===== src/rtl/bit_serializer.sv =====
// Parallel-to-serial feeder: takes WIDTH-bit words over valid/ready and emits them
// one bit per clock on a registered line, with a one-word holding buffer for gapless streaming.
module bit_serializer #(
    parameter int unsigned WIDTH     = 8,
    parameter int unsigned MSB_FIRST = 1,
    parameter logic        IDLE_BIT  = 1'b0
) (
    input  logic             clock,
    input  logic             reset,
    input  logic [WIDTH-1:0] data_in,
    input  logic             load_valid,
    output logic             load_ready,
    output logic             outp,
    output logic             busy,
    output logic             frame_done,
    output logic             dbg_state
);

    // Handshake: a word moves on any rising edge where load_valid && load_ready;
    // load_ready depends only on registered state and reset, never on load_valid.

    localparam int unsigned CW = (WIDTH > 1) ? $clog2(WIDTH) : 1;
    localparam logic [CW-1:0] LAST = CW'(WIDTH - 1);

    typedef enum logic {
        IDLE  = 1'b0,
        SHIFT = 1'b1
    } state_t;

    state_t           state_q, state_d;
    logic [WIDTH-1:0] sreg_q, sreg_d;
    logic [CW-1:0]    cnt_q, cnt_d;
    logic [WIDTH-1:0] hold_q, hold_d;
    logic             hold_full_q, hold_full_d;
    logic             outp_q, outp_d;
    logic             busy_q, busy_d;
    logic             frame_done_q, frame_done_d;
    logic             accept;

    // sreg keeps only the bits not yet driven, so the next bit is always at the same end.
    function automatic logic first_bit(input logic [WIDTH-1:0] w);
        return (MSB_FIRST != 0) ? w[WIDTH-1] : w[0];
    endfunction

    function automatic logic [WIDTH-1:0] rest_bits(input logic [WIDTH-1:0] w);
        return (MSB_FIRST != 0) ? (w << 1) : (w >> 1);
    endfunction

    assign load_ready = !hold_full_q && !reset;
    assign accept     = load_valid && load_ready;

    always_comb begin
        state_d     = state_q;
        sreg_d      = sreg_q;
        cnt_d       = cnt_q;
        hold_d      = hold_q;
        hold_full_d = hold_full_q;
        outp_d      = outp_q;
        case (state_q)
            IDLE: begin
                if (accept) begin
                    outp_d  = first_bit(data_in);
                    sreg_d  = rest_bits(data_in);
                    cnt_d   = '0;
                    state_d = SHIFT;
                end
            end
            SHIFT: begin
                if (cnt_q == LAST) begin
                    if (hold_full_q) begin
                        outp_d      = first_bit(hold_q);
                        sreg_d      = rest_bits(hold_q);
                        hold_full_d = 1'b0;
                        cnt_d       = '0;
                    end else if (accept) begin
                        outp_d = first_bit(data_in);
                        sreg_d = rest_bits(data_in);
                        cnt_d  = '0;
                    end else begin
                        outp_d  = IDLE_BIT;
                        cnt_d   = '0;
                        state_d = IDLE;
                    end
                end else begin
                    outp_d = first_bit(sreg_q);
                    sreg_d = rest_bits(sreg_q);
                    cnt_d  = cnt_q + CW'(1);
                    if (accept) begin
                        hold_d      = data_in;
                        hold_full_d = 1'b1;
                    end
                end
            end
            default: begin
                outp_d  = IDLE_BIT;
                cnt_d   = '0;
                state_d = IDLE;
            end
        endcase
        busy_d       = (state_d == SHIFT);
        frame_done_d = (state_d == SHIFT) && (cnt_d == LAST);
    end

    always_ff @(posedge clock or posedge reset) begin
        if (reset) begin
            state_q      <= IDLE;
            sreg_q       <= '0;
            cnt_q        <= '0;
            hold_q       <= '0;
            hold_full_q  <= 1'b0;
            outp_q       <= IDLE_BIT;
            busy_q       <= 1'b0;
            frame_done_q <= 1'b0;
        end else begin
            state_q      <= state_d;
            sreg_q       <= sreg_d;
            cnt_q        <= cnt_d;
            hold_q       <= hold_d;
            hold_full_q  <= hold_full_d;
            outp_q       <= outp_d;
            busy_q       <= busy_d;
            frame_done_q <= frame_done_d;
        end
    end

    assign outp       = outp_q;
    assign busy       = busy_q;
    assign frame_done = frame_done_q;
    assign dbg_state  = (state_q == SHIFT);

endmodule


===== config.mk =====
export PLATFORM = sky130hd
export DESIGN_NAME = bit_serializer
export DESIGN_NICKNAME = d
export VERILOG_FILES = /design/src/rtl/bit_serializer.sv
export SDC_FILE = /design/constraint.sdc
export NUM_CORES = 1
export LEC_CHECK = 0
export CELL_PAD_IN_SITES_DETAIL_PLACEMENT = 1
export CELL_PAD_IN_SITES_GLOBAL_PLACEMENT = 1
export CORE_ASPECT_RATIO = 0.8
export CORE_UTILIZATION = 29
export CTS_CLUSTER_DIAMETER = 200
export DETAILED_ROUTE_END_ITERATION = 12
export GPL_ROUTABILITY_DRIVEN = 0
export HOLD_SLACK_MARGIN = 0.1
export PLACE_DENSITY_LB_ADDON = 0.1
export REMOVE_ABC_BUFFERS = 1
export SYNTH_ARGS = -nofsm -noshare
export SYNTH_HDL_FRONTEND = slang
export SYNTH_SLANG_ARGS = --single-unit

===== constraint.sdc =====
create_clock -name clock -period 4.2 [get_ports clock]
set_input_delay 0.84 -clock clock [delete_from_list [all_inputs] [get_ports clock]]
set_output_delay 0.84 -clock clock [all_outputs]
set_load 0.02 [all_outputs]

==> flow_summary.json, run 1 <==
{
  "status": "complete, no violations",
  "yosysMostFrequentCell": "dfrtp_1",
  "hold_start": "cnt_q[0]",
  "ys_warn_count": 0,
  "hold_path.class": "flip-flop to flip-flop",
  "die_height_microns": 56.17,
  "clockBufferDepth": 2,
  "clock.fmax_mhz": 347.5,
  "firstDrtPassIters": 4,
  "drive_above_1_share_pct": 13.51,
  "dp.cells": 149,
  "synth_common_cells": "23 x dfrtp_1, 22 x nand2_1, 8 x mux2_2",
  "start_kind": "input pin",
  "dp_hpwl_microns": 1666,
  "critPathKind": "input pin to output port",
  "setup_slack_ns": 1.322,
  "finalSetupTns_ns": 0,
  "wirelength_microns": 2485,
  "ys_seq_area_share_pct": 54.12,
  "timing.slew.headroom_pct": 40.21,
  "yosys.cell_types.count": 25,
  "area_delta_synth_final_pct": 20.59,
  "drtIter0Drc": 38,
  "io_pins": 16,
  "multi_input_area_sq_um": 444.2,
  "final-seq-area_sq_um": 575.6,
  "cp.required_ns": 3.36,
  "portBuffers": 15,
  "synth_area_per_cell_sq_um": 10.96,
  "cp_max_fo": 4,
  "min_period_ns": 2.878,
  "numCtsBuffers": 3,
  "r2r_start": "cnt_q[0]",
  "synth_seq_cells": 23,
  "place_ws_ns": 1.316,
  "worst_pin_slew_ns": 0.8959,
  "grt_overflow": 0,
  "fp-row-count": 19,
  "synth_area_leaders": "dfrtp_1 54%, mux2_2 8.5%, nand2_1 7.8%, a32oi_1 5.8%, o22ai_1 4.1%",
  "ant_nets": 0,
  "tritoncts": "done",
  "start_util_pct": 30.64,
  "synthArstFlopShare_pct": 100.0,
  "num_vias": 817,
  "synth_top_area_share_pct": 54.12,
  "yosys.area.top_type": "dfrtp_1",
  "stdcell_count": 153,
  "diodes": 0,
  "hold_violations": 0,
  "wl_per_cell_microns": 16.24,
  "grt_pass1_vias": 869,
  "clk_pin_slew_ns": 0.08,
  "synth_top_family_by_area": "simple AND/OR/NAND/NOR gates",
  "synth-simple-area-share_pct": 17.06,
  "synth_xor_area_share_pct": 0,
  "fin_crit_sh_pct": 68.52,
  "grt_pass1_wl_microns": 4264,
  "synth_compound_area_share_pct": 13.88,
  "cp_data_arrival_time_ns": 2.04,
  "htree_levels": 1,
  "cts_root_buf": "clkbuf_8",
  "die_area_sq_um": 3915,
  "fp.coreArea_sq_um": 3471,
  "yosys.area_share.adder_pct": 2.353,
  "gr-usage-all-layers_pct": 14.16,
  "synth.area.mux_share_pct": 8.471,
  "detail_route.vias_per_cell": 5.340,
  "grt_start_max_net_pins": 24,
  "worstSkewPairLatency_ns": 0.26,
  "synth_edf_count": 0,
  "nets": 125,
  "postCtsHoldBufs": 0,
  "synth_ff_type": "dfrtp_1",
  "crit_path_start": "reset",
  "cts.sinks": 23,
  "drc": 0,
  "setup.worst_path.end_class": "output port",
  "netlist_instances": 97,
  "worst_clock_skew_ns": 0.001552,
  "drv_cap": 0,
  "antenna_found_initial": 0,
  "setup_viol": 0,
  "drv_slew": 0,
  "pwr_density_cell_nw_per_um2": 725.1,
  "chipWidth_microns": 69.71,
  "netlist_area_sq_um": 1064,
  "cts_resized": 0,
  "fill_cells": 382,
  "rsz0062_at_grt": "false",
  "cts_setup_buffers": 0,
  "p_leak_nw": 0.5366,
  "peakVddDrop_v": 0.0002779
}
logic make-up (layout without fill, tap and decap cells):
family | Yosys count | after routing
buffers and inverters | 8 | 22
and+or+nand+nor | 34 | 34
AOI/OAI and AO/OA | 22 | 22
DFF | 23 | 23
adders and majority gates | 2 | 2
muxes | 8 | 8
critical path: stages:
cell	delay [ns]
clkdlybuf4s50_1	0.48
nor2_1	0.11
clkdlybuf4s50_1	0.60
sequential cells by signal (all words and copies together), names as in the netlist:
register / count
sreg_q: 8
frame_done: 1
busy: 1
hold_q: 8
hold_full_q: 1
cnt_q: 3
outp: 1
area by class of cell:
type / count / share of cell area (%)
inverters: 2 / 0.5854
repair buffers: 16 / 12.29
well taps: 42 / 4.098
flip-flops and latches: 23 / 44.88
clock buffers: 4 / 3.512
multi-input cells: 66 / 34.63
path summary, 6_finish.rpt:
check                               to  slack [ns]  cells after the start
min                         frame_done        0.51                      1
min in group asynchronous    hold_q[7]        1.19                      2
max in group asynchronous  hold_full_q        2.46                      2
min reg2reg                 frame_done        0.51                      1
max                         load_ready        1.32                      3
max reg2reg                  sreg_q[6]        2.01                      5
metal layers:
| layer | wire, microns | share of wire [%] | track usage [%] | vias to the layer above |
|---|---|---|---|---|
| li1 | - | - | - | 374 |
| met1 | 1206 | 49 | 18.87 | 423 |
| met2 | 1140 | 46 | 22.33 | 18 |
| met3 | 124 | 5.0 | 4.710 | 2 |
| met4 | 13 | 0.52 | 3.429 | 0 |
| met5 | 0 | 0 | 0 | - |
cell usage in the layout, fill, tap and decap left out, types with 2 or more instances in the layout:
cell             instances
dfrtp_1                 23
nand2_1                 22
clkdlybuf4s50_1         15
mux2_2                   8
o22ai_1                  7
a32oi_1                  7
o21ai_0                  4
clkbuf_8                 3
inv_1                    2
nand3b_1                 2
and3_1                   2
a21oi_1                  2
ha_1                     2
power by group:
part           switching, mW  total (mW)  internal (mW)
logic                  0.209       0.391          0.182
clock network         0.0709       0.139         0.0677
registers             0.0690       0.400          0.331
stage by stage:
stage	total power [mW]	hold WS (ns)	cell area [sq um]	util (%)
floorplan	0.6540	0.4583	1027	-
global placement	0.7814	0.4842	1237	35.65
detailed placement	0.8000	0.4977	1237	35.65
CTS	0.9408	0.5170	1282	36.95
global route	1.004	0.5361	1282	36.95
finish	0.9299	0.5102	1282	36.95
Power figures use the tool's default switching activity.
==> inputs of run 2 (changes only) <==
Clock period 4.2 ns to 2.6 ns, I/O delays scaled along.
==> run 2 against run 1 <==
- clock skew hardly changed
- global-route usage hardly changed
- core utilization is 0.76 points higher
- flip-flop and latch count stayed put
- critical path depth stayed put
- non-clock buffer count is 3 higher
- register-to-register slack worse by 1.3 ns
- worst hold slack better by 0.0027 ns
- routed wire length is 1.0% lower
- setup slack worse by 0.98 ns
- highest routed layer unchanged
==> flow_summary.json, run 2 (synthesis results as in run 1) <==
{
  "status": "complete, no violations",
  "htree_levels": 1,
  "pwr_density_cell_nw_per_um2": 1161,
  "wirelength_microns": 2460,
  "drc": 0,
  "area_delta_synth_final_pct": 23.06,
  "hold_violations": 0,
  "p_switching_mw": 0.5675,
  "finalSetupTns_ns": 0,
  "io_pins": 16,
  "min_period_ns": 2.255,
  "nets": 128,
  "ant_nets": 0,
  "clk_pin_slew_ns": 0.09,
  "cts.sinks": 23,
  "tritoncts": "done",
  "cts_root_buf": "clkbuf_8",
  "portBuffers": 15,
  "chipWidth_microns": 69.71,
  "critPathKind": "input pin to output port",
  "fin_crit_sh_pct": 86.74,
  "p_clk_share_pct": 15.2,
  "detail_route.vias_per_cell": 5.083,
  "cp_max_fo": 4,
  "drive_above_1_share_pct": 16.67,
  "final_common_cell": "dfrtp_1",
  "crit_path_start": "reset",
  "p_leak_nw": 0.5508,
  "whs_ns": 0.5129,
  "combPwrFrac_pct": 42.5,
  "wl_per_cell_microns": 15.77,
  "cp_slowest_stage_delay_ns": 0.61,
  "cts_setup_buffers": 0,
  "clockBufferDepth": 2,
  "peakVddDrop_v": 0.0004304,
  "grt_overflow": 0,
  "setup_viol": 0,
  "worst_pin_slew_ns": 0.5136,
  "dp_hpwl_microns": 1654,
  "cp_data_arrival_time_ns": 1.74,
  "p_int_mw": 0.9521,
  "crit_top_cell": "clkdlybuf4s50_1",
  "drv_cap": 0,
  "worst_clock_skew_ns": 0.001401,
  "start_kind": "input pin",
  "clock.fmax_mhz": 443.4,
  "firstDrtPassIters": 3,
  "swShare_pct": 37.35,
  "hold_start": "cnt_q[0]",
  "worstSkewPairLatency_ns": 0.26,
  "fp-row-count": 19,
  "cts_resized": 0,
  "start_util_pct": 30.64,
  "drv_slew": 0,
  "grt_pass1_wl_microns": 4312,
  "drtIter0Drc": 24,
  "crit_chain": "clkdlybuf4s50_1 > nor2_1 > clkdlybuf4s50_1",
  "die_area_sq_um": 3915,
  "setup_slack_ns": 0.3449,
  "cp.required_ns": 2.08,
  "rsz0062_at_grt": "false",
  "place_ws_ns": 0.3493,
  "die_height_microns": 56.17,
  "reg_top3": "hold_q (8), sreg_q (8), cnt_q (3)",
  "grt_start_max_net_pins": 24,
  "cpMaxStageDelayCell": "clkdlybuf4s50_1",
  "setup.worst_path.end_class": "output port",
  "num_vias": 793,
  "seqPwrFrac_pct": 42.3,
  "final_cell_mix": "23 x dfrtp_1, 22 x nand2_1, 15 x clkdlybuf4s50_1",
  "diodes": 0,
  "fp.coreArea_sq_um": 3471,
  "timing.slew.headroom_pct": 65.76,
  "hold_path.class": "flip-flop to flip-flop",
  "postCtsHoldBufs": 0,
  "numCtsBuffers": 3,
  "r2r_start": "cnt_q[0]",
  "gr-usage-all-layers_pct": 14.11,
  "antenna_found_initial": 0,
  "grt_pass1_vias": 841
}
-- run 2: cell types whose count changed in the layout (fill, tap and decap cells not counted), sizes merged --
cell      previous run  this run
buf                  1         4
clkbuf               4         3
clkinvlp             0         1
-- run 2: final timing paths --
path | endpoint | slack (ns) | cells after the start
worst max-delay path | load_ready | 0.34 | 3
worst min-delay path | frame_done | 0.51 | 1
worst max register to register | hold_q[4] | 0.68 | 5
worst min register to register | frame_done | 0.51 | 1
max in group asynchronous | hold_q[1] | 1.64 | 3
min in group asynchronous | hold_q[7] | 0.73 | 3
-- run 2: area by class of cell --
| class | instances | area, sq um |
|---|---|---|
| multi-input combinational | 66 | 444.2 |
| clock buffer | 3 | 41.29 |
| fill | 380 | 2162 |
| sequential | 23 | 575.6 |
| inverter | 2 | 7.507 |
| tap | 42 | 52.55 |
| clock inverter | 1 | 7.507 |
| timing repair buffer | 19 | 180.2 |
-- run 2: power groups by stage --
stage	clock network (mW)	logic (mW)	registers (mW)
2_1_floorplan	0	0.373	0.683
3_3_place_gp	0	0.636	0.645
3_5_place_dp	0	0.656	0.653
4_1_cts	0.241	0.658	0.645
5_1_grt	0.251	0.724	0.670
6_report	0.231	0.646	0.643
-- run 2: worst max-delay path, delay by kind of cell --
kind,cells,cell delay [ns]
buffers and inverters,2,1.10
and+or+nand+nor,1,0.12
-- run 2: through the flow --
stage	cell area, sq um	std cells	power (mW)	utilization [%]
global route	1309	156	1.645	37.71
CTS	1309	156	1.544	37.71
global placement	1260	152	1.281	36.30
detailed placement	1260	152	1.309	36.30
floorplan	1027	91	1.056	-
finish	1309	156	1.520	37.71
-- run 2: layer usage --
layer / global-route usage, % / routed length [microns]
met1: 20.18 / 1245
met2: 22.05 / 1115
met3: 3.804 / 85
met4: 1.714 / 13
met5: 0 / 0
